### config.mk
export PLATFORM = sky130hd
export DESIGN_NAME = acc_cpu_core
export DESIGN_NICKNAME = d
export VERILOG_FILES = /design/src/rtl/acc_cpu_pkg.sv /design/src/rtl/acc_alu.sv /design/src/rtl/acc_cpu_core.sv
export SDC_FILE = /design/constraint.sdc
export NUM_CORES = 1
export LEC_CHECK = 0
export CAP_MARGIN = 20
export CORE_AREA = 2 2 161 163
export DETAILED_ROUTE_END_ITERATION = 7
export DIE_AREA = 0 0 163 165
export PLACE_DENSITY = 0.54
export SYNTH_ARGS = -nofsm -noshare
export SYNTH_HDL_FRONTEND = slang
export SYNTH_HIERARCHICAL = 1
export SYNTH_SLANG_ARGS = --single-unit
### constraint.sdc
create_clock -name clk -period 6.8 [get_ports clk]
set_input_delay 0.68 -clock clk [delete_from_list [all_inputs] [get_ports clk]]
set_output_delay 0.68 -clock clk [all_outputs]
set_load 0.05 [all_outputs]
### src/rtl/acc_cpu_pkg.sv
// Shared types and defaults for the accumulator CPU: opcodes, FSM states,
// ALU operations and SKIP condition codes.
package acc_cpu_pkg;

  localparam int DEF_DATA_WIDTH = 16;
  localparam int DEF_ADDR_WIDTH = 12;
  localparam int DEF_RESET_PC   = 'h100;

  typedef enum logic [3:0] {
    OP_NOP   = 4'h0,
    OP_LOAD  = 4'h1,
    OP_STORE = 4'h2,
    OP_ADD   = 4'h3,
    OP_SUB   = 4'h4,
    OP_AND   = 4'h5,
    OP_OR    = 4'h6,
    OP_NOT   = 4'h7,
    OP_ILL   = 4'h8,
    OP_SKIP  = 4'h9,
    OP_JUMP  = 4'hA,
    OP_CLEAR = 4'hB,
    OP_MUL   = 4'hC,
    OP_LOADI = 4'hD,
    OP_JUMPI = 4'hE,
    OP_HALT  = 4'hF
  } opcode_e;

  typedef enum logic [2:0] {
    S_FETCH, S_DECODE, S_IND, S_OPER, S_EXEC, S_HALT
  } state_e;

  typedef enum logic [2:0] {
    ALU_PASS, ALU_ADD, ALU_SUB, ALU_AND, ALU_OR, ALU_NOT, ALU_MUL
  } alu_op_e;

  localparam logic [1:0] SKIP_NEG   = 2'b00;
  localparam logic [1:0] SKIP_ZERO  = 2'b01;
  localparam logic [1:0] SKIP_POS   = 2'b10;
  localparam logic [1:0] SKIP_NEVER = 2'b11;

  function automatic alu_op_e alu_op_of(opcode_e op);
    case (op)
      OP_ADD:  return ALU_ADD;
      OP_SUB:  return ALU_SUB;
      OP_AND:  return ALU_AND;
      OP_OR:   return ALU_OR;
      OP_NOT:  return ALU_NOT;
      OP_MUL:  return ALU_MUL;
      default: return ALU_PASS;
    endcase
  endfunction

endpackage

### src/rtl/acc_alu.sv
// Combinational accumulator ALU; PASS forwards the memory operand (LOAD/LOADI).
module acc_alu
  import acc_cpu_pkg::*;
#(
  parameter int WIDTH = DEF_DATA_WIDTH
) (
  input  alu_op_e          op_i,
  input  logic [WIDTH-1:0] a_i,
  input  logic [WIDTH-1:0] b_i,
  output logic [WIDTH-1:0] y_o
);

  always_comb begin
    y_o = b_i;
    case (op_i)
      ALU_ADD:  y_o = a_i + b_i;
      ALU_SUB:  y_o = a_i - b_i;
      ALU_AND:  y_o = a_i & b_i;
      ALU_OR:   y_o = a_i | b_i;
      ALU_NOT:  y_o = ~a_i;
      ALU_MUL:  y_o = a_i * b_i;
      default:  y_o = b_i;
    endcase
  end

endmodule

### src/rtl/acc_cpu_core.sv
// Multi-cycle accumulator CPU with a req/ack memory port.
//   state  | meaning
//   FETCH  | read instruction at pc, pc+1 on ack
//   DECODE | pick next state from opcode
//   IND    | read pointer word M[X] (LOADI/JUMPI)
//   OPER   | read or write operand
//   EXEC   | update ac/pc, retire
//   HALT   | absorbing stop state
module acc_cpu_core
  import acc_cpu_pkg::*;
#(
  parameter int DATA_WIDTH = DEF_DATA_WIDTH,
  parameter int ADDR_WIDTH = DEF_ADDR_WIDTH,
  parameter int RESET_PC   = DEF_RESET_PC
) (
  input  logic                  clk,
  input  logic                  rst_n,
  output logic                  mem_req,
  output logic                  mem_we,
  output logic [ADDR_WIDTH-1:0] mem_addr,
  output logic [DATA_WIDTH-1:0] mem_wdata,
  input  logic [DATA_WIDTH-1:0] mem_rdata,
  input  logic                  mem_ack,
  output logic [ADDR_WIDTH-1:0] pc,
  output logic [DATA_WIDTH-1:0] ac,
  output logic                  halted,
  output logic                  illegal,
  output logic                  retire
);

  state_e                state_q;
  logic [DATA_WIDTH-1:0] ir_q, ac_q, md_q;
  logic [ADDR_WIDTH-1:0] pc_q;
  logic                  halted_q, illegal_q, retire_q;

  opcode_e               op;
  logic [ADDR_WIDTH-1:0] x;
  logic                  ack;
  logic                  skip_take;
  logic [DATA_WIDTH-1:0] alu_y;

  assign op  = opcode_e'(ir_q[DATA_WIDTH-1 -: 4]);
  assign x   = ir_q[ADDR_WIDTH-1:0];
  assign ack = mem_req & mem_ack;

  acc_alu #(.WIDTH(DATA_WIDTH)) u_alu (
    .op_i (alu_op_of(op)),
    .a_i  (ac_q),
    .b_i  (md_q),
    .y_o  (alu_y)
  );

  always_comb begin
    skip_take = 1'b0;
    case (ir_q[11:10])
      SKIP_NEG:   skip_take = ac_q[DATA_WIDTH-1];
      SKIP_ZERO:  skip_take = (ac_q == '0);
      SKIP_POS:   skip_take = !ac_q[DATA_WIDTH-1] && (ac_q != '0);
      SKIP_NEVER: skip_take = 1'b0;
      default:    skip_take = 1'b0;
    endcase
  end

  // Request is decoded from the held state so it stays stable across waits;
  // gating with rst_n drops it immediately when reset is applied.
  always_comb begin
    mem_req  = 1'b0;
    mem_we   = 1'b0;
    mem_addr = pc_q;
    case (state_q)
      S_FETCH: mem_req = rst_n;
      S_IND: begin
        mem_req  = rst_n;
        mem_addr = x;
      end
      S_OPER: begin
        mem_req  = rst_n;
        mem_we   = rst_n && (op == OP_STORE);
        mem_addr = (op == OP_LOADI) ? md_q[ADDR_WIDTH-1:0] : x;
      end
      default: mem_req = 1'b0;
    endcase
  end

  assign mem_wdata = ac_q;

  always_ff @(posedge clk) begin
    if (!rst_n) begin
      state_q   <= S_FETCH;
      pc_q      <= ADDR_WIDTH'(RESET_PC);
      ac_q      <= '0;
      ir_q      <= '0;
      md_q      <= '0;
      halted_q  <= 1'b0;
      illegal_q <= 1'b0;
      retire_q  <= 1'b0;
    end else begin
      retire_q <= 1'b0;
      case (state_q)
        S_FETCH: if (ack) begin
          ir_q    <= mem_rdata;
          pc_q    <= pc_q + ADDR_WIDTH'(1);
          state_q <= S_DECODE;
        end
        S_DECODE: case (op)
          OP_LOADI, OP_JUMPI: state_q <= S_IND;
          OP_LOAD, OP_STORE, OP_ADD, OP_SUB, OP_AND, OP_OR, OP_MUL:
            state_q <= S_OPER;
          OP_HALT: begin
            state_q  <= S_HALT;
            halted_q <= 1'b1;
            retire_q <= 1'b1;
          end
          OP_ILL: begin
            state_q   <= S_HALT;
            halted_q  <= 1'b1;
            illegal_q <= 1'b1;
            pc_q      <= pc_q - ADDR_WIDTH'(1);
          end
          default: begin
            state_q  <= S_EXEC;
            retire_q <= 1'b1;
          end
        endcase
        S_IND: if (ack) begin
          md_q <= mem_rdata;
          if (op == OP_LOADI) begin
            state_q <= S_OPER;
          end else begin
            state_q  <= S_EXEC;
            retire_q <= 1'b1;
          end
        end
        S_OPER: if (ack) begin
          md_q     <= mem_rdata;
          state_q  <= S_EXEC;
          retire_q <= 1'b1;
        end
        S_EXEC: begin
          case (op)
            OP_LOAD, OP_ADD, OP_SUB, OP_AND, OP_OR, OP_NOT, OP_MUL, OP_LOADI:
              ac_q <= alu_y;
            OP_CLEAR: ac_q <= '0;
            OP_JUMP:  pc_q <= x;
            OP_JUMPI: pc_q <= md_q[ADDR_WIDTH-1:0];
            OP_SKIP:  if (skip_take) pc_q <= pc_q + ADDR_WIDTH'(1);
            default:  ;
          endcase
          state_q <= S_FETCH;
        end
        S_HALT:  state_q <= S_HALT;
        default: state_q <= S_FETCH;
      endcase
    end
  end

  assign pc      = pc_q;
  assign ac      = ac_q;
  assign halted  = halted_q;
  assign illegal = illegal_q;
  assign retire  = retire_q;

endmodule
### Word-level counts from Yosys, hierarchy flattened

Index checks and enable logic that the tools add are counted.

| word-level totals | value |
|---|---|
| output and inout port bits | 61 |
| bits in registers | 66 |

| cells by class | value |
|---|---|
| bitwise operators | 4 |
| multiply operators | 1 |
| add/subtract/negate cells | 4 |
| muxes and demuxes | 24 |
| equality and inequality tests | 35 |
| reduce and logical (&&, ||, !) cells | 23 |

Operator list:

| operator | count |
|---|---|
| 16-bit case mux with 6 select lines | 1 |
| 12-bit case mux with 3 select lines | 2 |
| 12-bit 2-to-1 mux | 4 |
| 4-bit == test (second input constant) | 8 |
| 16-bit case mux with 2 select lines | 1 |
| 12-bit case mux with 2 select lines | 1 |
| 3-bit case mux with 6 select lines | 1 |
| 16-bit adder | 1 |
| 16-bit AND | 1 |
| 4-bit by 3-bit == test with 1-bit output (second input constant) | 4 |
| 16-bit zero test | 1 |
| 16-bit by 16-bit multiplier with 16-bit output | 1 |
| 16-bit NOT | 1 |
| 16-bit OR | 1 |
| 16-bit nonzero test | 1 |
| 16-bit subtractor | 1 |
| 3-bit == test (second input constant) | 5 |
| 3-bit case mux with 5 select lines | 1 |
| 12-bit by 1-bit adder with 12-bit output (second input constant) | 1 |
| 3-bit by 2-bit == test with 1-bit output (second input constant) | 4 |
| 3-bit 2-to-1 mux | 4 |
| 12-bit by 1-bit subtractor with 12-bit output (second input constant) | 1 |
| 2-bit AND reduction | 5 |
| 10-bit OR reduction | 1 |
| 25 further kinds | 39 |

### Longest topological paths before layout

Gate-level depths: netlist of run 1.

| depth | value |
|---|---|
| depth in word-level cells | 6 |
| gate-level depth with buffers | 25 |
| mapped depth without buffers | 23 |

### Modules after synthesis

The synthesis of run 1 kept the hierarchy.

By module, submodules not included:

| module | instances | cells each | area each (um^2) |
|---|---|---|---|
| acc_alu | 1 | 768 | 5868.1 |
| acc_cpu_core | 1 | 521 | 4105.2 |

### Least setup slack after synthesis of run 1

No wires, ideal clock.

| timing | value |
|---|---|
| path type | reg-to-reg |
| start | register ac_q[6], in the netlist ac[6] |
| end | register ac_q[15], in the netlist ac[15] |
| library setup time | 135 ps |
| setup slack | 717 ps |
| arrival time | 5948 ps |
| buffers on the path | 1 |
| stages on the path, launching flop included | 23 |
| clock period less this slack | 6083 ps |
| cells stage by stage | dfxtp_1 -> clkbuf_1 -> and2_1 -> fa_1 -> inv_1 -> fa_1 -> fa_1 -> fa_1 -> inv_1 -> fa_1 -> inv_1 -> fa_1 -> inv_1 -> ha_1 -> a21o_1 -> a21oi_1 -> a21boi_0 -> o21ai_0 -> xnor2_1 -> a221oi_2 -> a21oi_1 -> nand3_1 -> a21oi_1 |

| on the way | value |
|---|---|
| word-level cells in the longest chain between the ends | 3 |

Ends and longest elaborated chain:

| what | line | source |
|---|---|---|
| start, declared | acc_cpu_core.sv:32 | `logic [DATA_WIDTH-1:0] ir_q, ac_q, md_q;` |
| start signal, assigned | acc_cpu_core.sv:142 | `ac_q <= alu_y;` |
| 16-bit by 16-bit multiplier with 16-bit output, or another cell as far along | acc_alu.sv:21 | `ALU_MUL: y_o = a_i * b_i;` |
| 16-bit case mux with 6 select lines * | acc_alu.sv:15 | `case (op_i)` |
| named net alu_y[15] | acc_cpu_core.sv:40 | `logic [DATA_WIDTH-1:0] alu_y;` |
| 16-bit case mux with 2 select lines * | acc_cpu_core.sv:140 | `case (op)` |

Mark *: on every way through the listed nets, which the timed path passes. The rest lies on a longest branch.
A chain may end at the register's enable or synchronous reset.

### Worst setup path after layout of run 1

| timing | value |
|---|---|
| start | register md_q[4] |
| end | register ac_q[15], in the netlist ac[15] |

| on the way | value |
|---|---|
| word-level cells in the longest chain between the ends | 3 |

Ends and longest elaborated chain:

| what | line | source |
|---|---|---|
| start, declared | acc_cpu_core.sv:32 |  |
| start signal, assigned | acc_cpu_core.sv:126 | `md_q <= mem_rdata;` |
| start signal, assigned | acc_cpu_core.sv:135 | `md_q <= mem_rdata;` |
| 16-bit by 16-bit multiplier with 16-bit output, or another cell as far along | acc_alu.sv:21 |  |
| 16-bit case mux with 6 select lines * | acc_alu.sv:15 |  |
| named net alu_y[15] | acc_cpu_core.sv:40 |  |
| 16-bit case mux with 2 select lines * | acc_cpu_core.sv:140 |  |

Marks and branches as above.

==> results by group, run 1 <==
Routing
  • DRT iter0 DRCs: 530
  • Router iterations before antenna repair: 5
  • Final antenna-violating net count: 0
  • Vias per Instance: 5.56
  • Sum of routed wire length over all layers: 33.5 mm
  • Via total after detailed routing: 9184
  • Wire per inst: 20.3 um
  • Post-detailed-route DRC marker count: 0

Global routing
  • Vias in the first global route: 9070
  • Number of antenna violations at the first check in global routing: 0
  • Pin count of the biggest net entering global routing: 61
  • First-pass GRT wire length: 51.9 mm
  • Overall routing resource usage: 25.2%
  • Total congestion overflow: 0

Synthesis
  • Most common cell in the netlist: nand2_1
  • Post-synth EDFFs: 0
  • Asr flop ratio synth: 0%
  • Mapped Cells: 1289
  • Most used flip-flop cell after synthesis: dfxtp_1
  • Leading area contributor after synthesis: fa_1
  • Post-Syn Nets: 1458
  • Mapped Avg Cell Area: 7.74 sq um
  • Fraction of the yosys area taken by sequential cells: 13.2%
  • Post-synthesis cell area: 9970 sq um
  • Number of storage elements in the synthesis netlist: 66
  • Area share of the leading cell type in the synthesized netlist: 16.3%
  • Distinct cell type count after synthesis: 85
  • Cell types occupying the most area after synthesis: fa_1 (16%), dfxtp_1 (13%), ha_1 (8.7%), nand2_1 (6.3%), inv_1 (5.1%)
  • Syn. warnings: 6
  • Synth top cells by count: nand2_1 (167), inv_1 (135), nor2_1 (92)

STA
  • Worst slew pin tran: 0.995 ns
  • Max-slew violation total from the final report: 0
  • Peak Freq: 0.163 GHz
  • Worst slack on hold paths: 0.464 ns
  • Worst Skew: 0.0106 ns
  • Final worst path period share: 90.4%
  • Unrepaired setup endpoints after global routing: false
  • Setup violators final: 0
  • Final critical-path required period: 6.14 ns
  • Setup tns final: 0 ns
  • Final Hold Violating Endpoints: 0
  • Rel. slew slack: 33.6%

Power and ir drop
  • Static leakage: 4.70 nW
  • Sequential cell fraction of total power: 29.5%
  • Clock network power share: 36.3%
  • Combinational Power Share: 34.1%
  • Switching portion of total power: 36.6%
  • Maximum resistive drop on vdd: 0.000117 V
  • Overall power: 1.55 mW
  • Power Density: 137 nW/um^2
  • Internal power: 0.981 mW
  • Switching component of the power: 0.567 mW

Setup path
  • R2R depth: 21
  • Worst EP required: 6.99 ns
  • Critical Path Most Common Cell: fa_1
  • Startpoint type of the worst setup path: register
  • Crit path kind: reg -> reg
  • Worst-path cell with the longest stage delay: dfxtp_1
  • Register-to-register setup slack: 0.66 ns
  • Crit path capture type: register
  • Largest stage delay on the critical path: 0.61 ns
  • Maximum fanout along the worst path: 12
  • Cell chain of the critical path: and2_1 > fa_1 > inv_1 > fa_1 > fa_1 > fa_1 > inv_1 > fa_1 > inv_1 > fa_1 > inv_1 > ha_1 > a21o_1 > a21oi_1 > a21boi_0 > o21ai_0 > xnor2_1 > a221oi_2 > a21oi_1 > nand3_1 > a21oi_1
  • Signal arrival time at the worst endpoint: 6.33 ns

CTS
  • TritonCTS Buffers: 9
  • H-tree level count: 3
  • # Post-CTS Setup Buffers: 0
  • Hold-fix buffers, CTS: 0
  • Worst skew pair latency: 0.34 ns
  • Maximum count of clock buffers along a single path: 2
  • Total of cells resized after clock tree synthesis: 0
  • CTS tree: built
  • Sink count of the clock tree: 66
  • Clock root buffer master: clkbuf_16
  • Clk slew on worst S/H paths: 0.06 ns

Job
  • Max cap viols: 0

Run status
  • Outcome: finished, final reports clean

Die
  • Starting utilization of the core area: 39.8%
  • Floorplan Core Area: 25000 sq um
  • Width of the die: 163 um
  • I/O pin count: 80
  • Row count: 58
  • Height of the die: 165 um
  • Area of the die: 26900 sq um

Finish
  • Final #Nets: 1486
  • Layout cell share with drive strength beyond 1: 7.79%
  • Diodes inserted: 0
  • Number of standard cells in the final layout excluding fillers: 1652
  • Final core utilization: 45.2%
  • Area growth from synthesis to layout: 13.4%

Placed design
  • Count of placed standard cells including taps: 1635
  • Port Buf Inserts: 79
  • GP Congestion: 0.908
  • HPWL reported at the end of detailed placement: 25.9 mm

Hold path
  • Min-delay worst type: reg -> reg
  • Cells on Worst Hold Path: 1
registers in the layout, summed over array words and instances (netlist names):
register and flops:
ac 16, halted 1, illegal 1, ir_q 16
md_q 16, pc 12, retire 1, state_q 3
area by class of cell:
cell class / count / area, sq um
clock buffer: 10 / 239
clock inverter: 6 / 114
fill: 2543 / 13700
inverter: 136 / 510
multi-input combinational: 981 / 7590
sequential: 66 / 1320
tap: 330 / 413
timing repair buffer: 123 / 1120
power groups by stage:
stage	Combinational [mW]	Sequential (mW)	Clock, mW
3_3_place_gp	0.523	0.465	0
4_1_cts	0.525	0.456	0.573
3_5_place_dp	0.522	0.464	0
2_1_floorplan	0.368	0.472	0
5_1_grt	0.566	0.463	0.585
6_report	0.528	0.457	0.562
per-layer routing:
metal | vias to the layer above | GRT usage [%] | wire length [um]
met5 | - | 0 | 0
met4 | 0 | 9.33 | 1070
met2 | 309 | 43.1 | 16200
met1 | 4419 | 32.7 | 14500
li1 | 4393 | - | -
met3 | 63 | 2.96 | 1740
final timing paths:
path              endpoint     from
setup / recovery    ac[15]  md_q[4]
hold / removal     illegal  illegal
setup reg to reg    ac[15]  md_q[4]
hold reg to reg    illegal  illegal
per-stage QoR:
stage / worst slack [ns] / instance area, sq um
finish: 0.656 / 11300
CTS: 0.697 / 11300
detailed placement: 0.688 / 10900
global placement: 0.745 / 10900
global route: 0.404 / 11300
floorplan: 0.717 / 9970
cells by family after synthesis:
logic type               after synthesis  synth area share, %
multiplexers                          37                 3.74
XOR/XNOR                              71                 6.39
adder cells (fa/ha/maj)              150                 24.9
AND/OR/NAND/NOR                      451                 22.2
flip-flops                            66                 13.2
AO/OA/AOI/OAI                        272                 18.7
buffers and inverters                242                 10.8
cells in the final DEF, fill, tap and decap left out, types with 7 or more instances in the layout:
cell	count
clkdlybuf4s50_1	79
xnor2_1	55
a21oi_1	84
a31oi_1	16
nand3_1	35
inv_1	135
o22ai_1	11
xor2_1	14
nor2b_1	9
nand2_1	167
nor4_1	9
nor2_1	92
o21ai_0	41
dfxtp_1	66
nand2b_1	13
nor3_1	13
a211oi_1	10
clkbuf_16	9
mux2i_1	35
fa_1	81
a221oi_1	8
a211oi_2	10
buf_4	44
o21a_1	13
or3_1	7
and3_1	7
and2_1	57
ha_1	69
critical path: cells and delay by family (launching register included):
kind	cells	cell delay [ns]
adders and majority gates	7	3.19
AOI/OAI and AO/OA	7	1.45
DFF	1	0.61
and+or+nand+nor	2	0.29
buffers and inverters	4	0.26
xor gates and xnor gates	1	0.18
Power figures use the tool's default switching activity.
==> inputs of run 2 (changes only) <==
- SKIP_LAST_GASP: not set -> 1
- TNS_END_PERCENT: not set -> 5
==> results of run 2 <==
No change in the layout: final DEF, timing and power equal those of run 1.
==> inputs of run 3 (changes only) <==
- CTS_CLUSTER_DIAMETER: not set -> 30
- MAX_ROUTING_LAYER: not set -> met4
- clock period: 6.8 -> 7.65 ns (I/O delays scaled with it)
==> run 3 against run 2 <==
- clock power shrank 24%
- highest routed layer unchanged
- critical path type unchanged
- core utilization shrank 0.68 points
- register-to-register slack gained 0.66 ns
- critical path depth shrank 1
==> results by group, run 3 (synthesis gave the netlist of run 1 again) <==
Run status
  • Outcome: finished, final reports clean

Routing
  • Wire per inst: 20.6 um
  • Router iterations before antenna repair: 5
  • Final antenna-violating net count: 0
  • Sum of routed wire length over all layers: 33.8 mm
  • Post-detailed-route DRC marker count: 0
  • Vias per Instance: 5.53
  • DRT iter0 DRCs: 677
  • Via total after detailed routing: 9048

STA
  • Final Hold Violating Endpoints: 0
  • Setup violators final: 0
  • Setup tns final: 0 ns
  • Peak Freq: 0.158 GHz
  • Final critical-path required period: 6.33 ns
  • Max-slew violation total from the final report: 0
  • Unrepaired setup endpoints after global routing: false
  • Final worst path period share: 82.8%
  • Worst slew pin tran: 1.04 ns
  • Rel. slew slack: 30.4%
  • Worst Skew: 0.00712 ns

CTS
  • Total of cells resized after clock tree synthesis: 0
  • Sink count of the clock tree: 66
  • H-tree level count: 3
  • Hold-fix buffers, CTS: 0
  • Worst skew pair latency: 0.35 ns
  • Clock root buffer master: clkbuf_16
  • # Post-CTS Setup Buffers: 0
  • TritonCTS Buffers: 9
  • CTS tree: built
  • Maximum count of clock buffers along a single path: 2
  • Clk slew on worst S/H paths: 0.06 ns

Setup path
  • Top cell family by delay on the critical path: adder cells
  • Worst EP required: 7.85 ns
  • RR Startpoint: ac[8]
  • Worst-path cell with the longest stage delay: dfxtp_1
  • Critical Path Most Common Cell: fa_1
  • Crit path kind: reg -> reg
  • Crit path buf inv count: 3
  • Maximum fanout along the worst path: 15
  • Largest stage delay on the critical path: 0.73 ns
  • Signal arrival time at the worst endpoint: 6.53 ns
  • Cell chain of the critical path: nand2_1 > fa_1 > fa_1 > fa_1 > fa_1 > inv_1 > fa_1 > inv_1 > fa_1 > inv_1 > ha_1 > a21o_1 > a21oi_1 > a21boi_0 > o21ai_0 > xnor2_1 > a221oi_2 > a21oi_1 > nand3_1 > a21oi_1
  • Startpoint type of the worst setup path: register
  • Register-to-register setup slack: 1.32 ns
  • CP Launch Point: ac[8]
  • Crit path capture type: register

Global routing
  • Number of antenna violations at the first check in global routing: 0
  • First-pass GRT wire length: 52.5 mm
  • Pin count of the biggest net entering global routing: 61
  • Total congestion overflow: 0
  • Vias in the first global route: 9100
  • Overall routing resource usage: 26.3%

Placed design
  • GP Congestion: 0.945
  • Port Buf Inserts: 79
  • Placed standard-cell area: 10800 sq um
  • HPWL reported at the end of detailed placement: 25.4 mm

Finish
  • Highest-count cells in the layout ignoring fill and taps: nand2_1 (167), inv_1 (135), nor2_1 (92)
  • Filler cells: 2576
  • Area growth from synthesis to layout: 11.6%
  • Total area of multi-input combinational cells: 7590 sq um
  • Layout cell share with drive strength beyond 1: 6.66%
  • Most common library cell in the layout ignoring fill and taps: nand2_1
  • Finished layout cell area: 11100 sq um
  • Reg area: 1320 sq um
  • Diodes inserted: 0
  • Final #Nets: 1471

Power and ir drop
  • Maximum resistive drop on vdd: 0.0000923 V
  • Power Density: 117 nW/um^2
  • Static leakage: 4.59 nW

Hold path
  • Min-delay worst type: reg -> reg
  • Hold Startpoint: illegal

Die
  • Starting utilization of the core area: 39.8%
  • Height of the die: 165 um
  • Width of the die: 163 um
  • Row count: 58
  • Area of the die: 26900 sq um
  • I/O pin count: 80
  • Floorplan Core Area: 25000 sq um

Job
  • Max cap viols: 0
## run 3: changes by cell type in the layout (fill, tap and decap cells not counted), sizes merged
cell / delta
bufinv: -2
clkinv: +1
buf: -15
## run 3: where the power goes
part / leakage (nW) / internal, mW / total, mW / switching (mW)
registers: 0.535 / 0.362 / 0.407 / 0.0449
logic: 3.92 / 0.181 / 0.463 / 0.282
clock network: 0.140 / 0.258 / 0.429 / 0.171
## run 3: final cells by class
type	instances	area share [%]
Clock inverter	5	0.494
Timing Repair Buffer	108	9.06
Tap cell	330	3.71
Clock buffer	10	2.15
Inverter	136	4.58
Sequential cell	66	11.9
Multi-Input combinational cell	981	68.1
## run 3: final timing paths
path              to  cells past startpoint
max           ac[15]                     20
min          illegal                      1
max reg2reg   ac[15]                     20
min reg2reg  illegal                      1
## run 3: layer usage
layer | global-route usage [%] | vias to the layer above | wire (um)
li1 | - | 4354 | -
met1 | 32.5 | 4358 | 14900
met2 | 45.3 | 285 | 16500
met3 | 2.61 | 51 | 1500
met4 | 8.45 | 0 | 876
met5 | - | - | 0
## run 3: worst register-to-register path, stage by stage, from the launching register on
cell      delay, ns
dfxtp_1        0.73
nand2_1        0.17
fa_1           0.58
fa_1           0.43
fa_1           0.48
fa_1           0.50
inv_1          0.05
fa_1           0.52
inv_1          0.05
fa_1           0.52
inv_1          0.04
ha_1           0.33
a21o_1         0.21
a21oi_1        0.20
a21boi_0       0.45
o21ai_0        0.24
xnor2_1        0.19
a221oi_2       0.26
a21oi_1        0.09
nand3_1        0.07
a21oi_1        0.07
## run 3: stage by stage
stage | total power [mW] | worst slack (ns) | cells | utilization (%) | hold slack [ns]
after global routing | 1.36 | 0.994 | 1636 | 44.5 | 0.502
final | 1.30 | 1.32 | 1636 | 44.5 | 0.467
after global placement | 0.873 | 1.44 | 1621 | 43.3 | 0.452
after floorplan | 0.746 | 1.57 | 1289 | - | 0.435
after detailed placement | 0.872 | 1.35 | 1621 | 43.3 | 0.459
after CTS | 1.30 | 1.33 | 1636 | 44.5 | 0.473
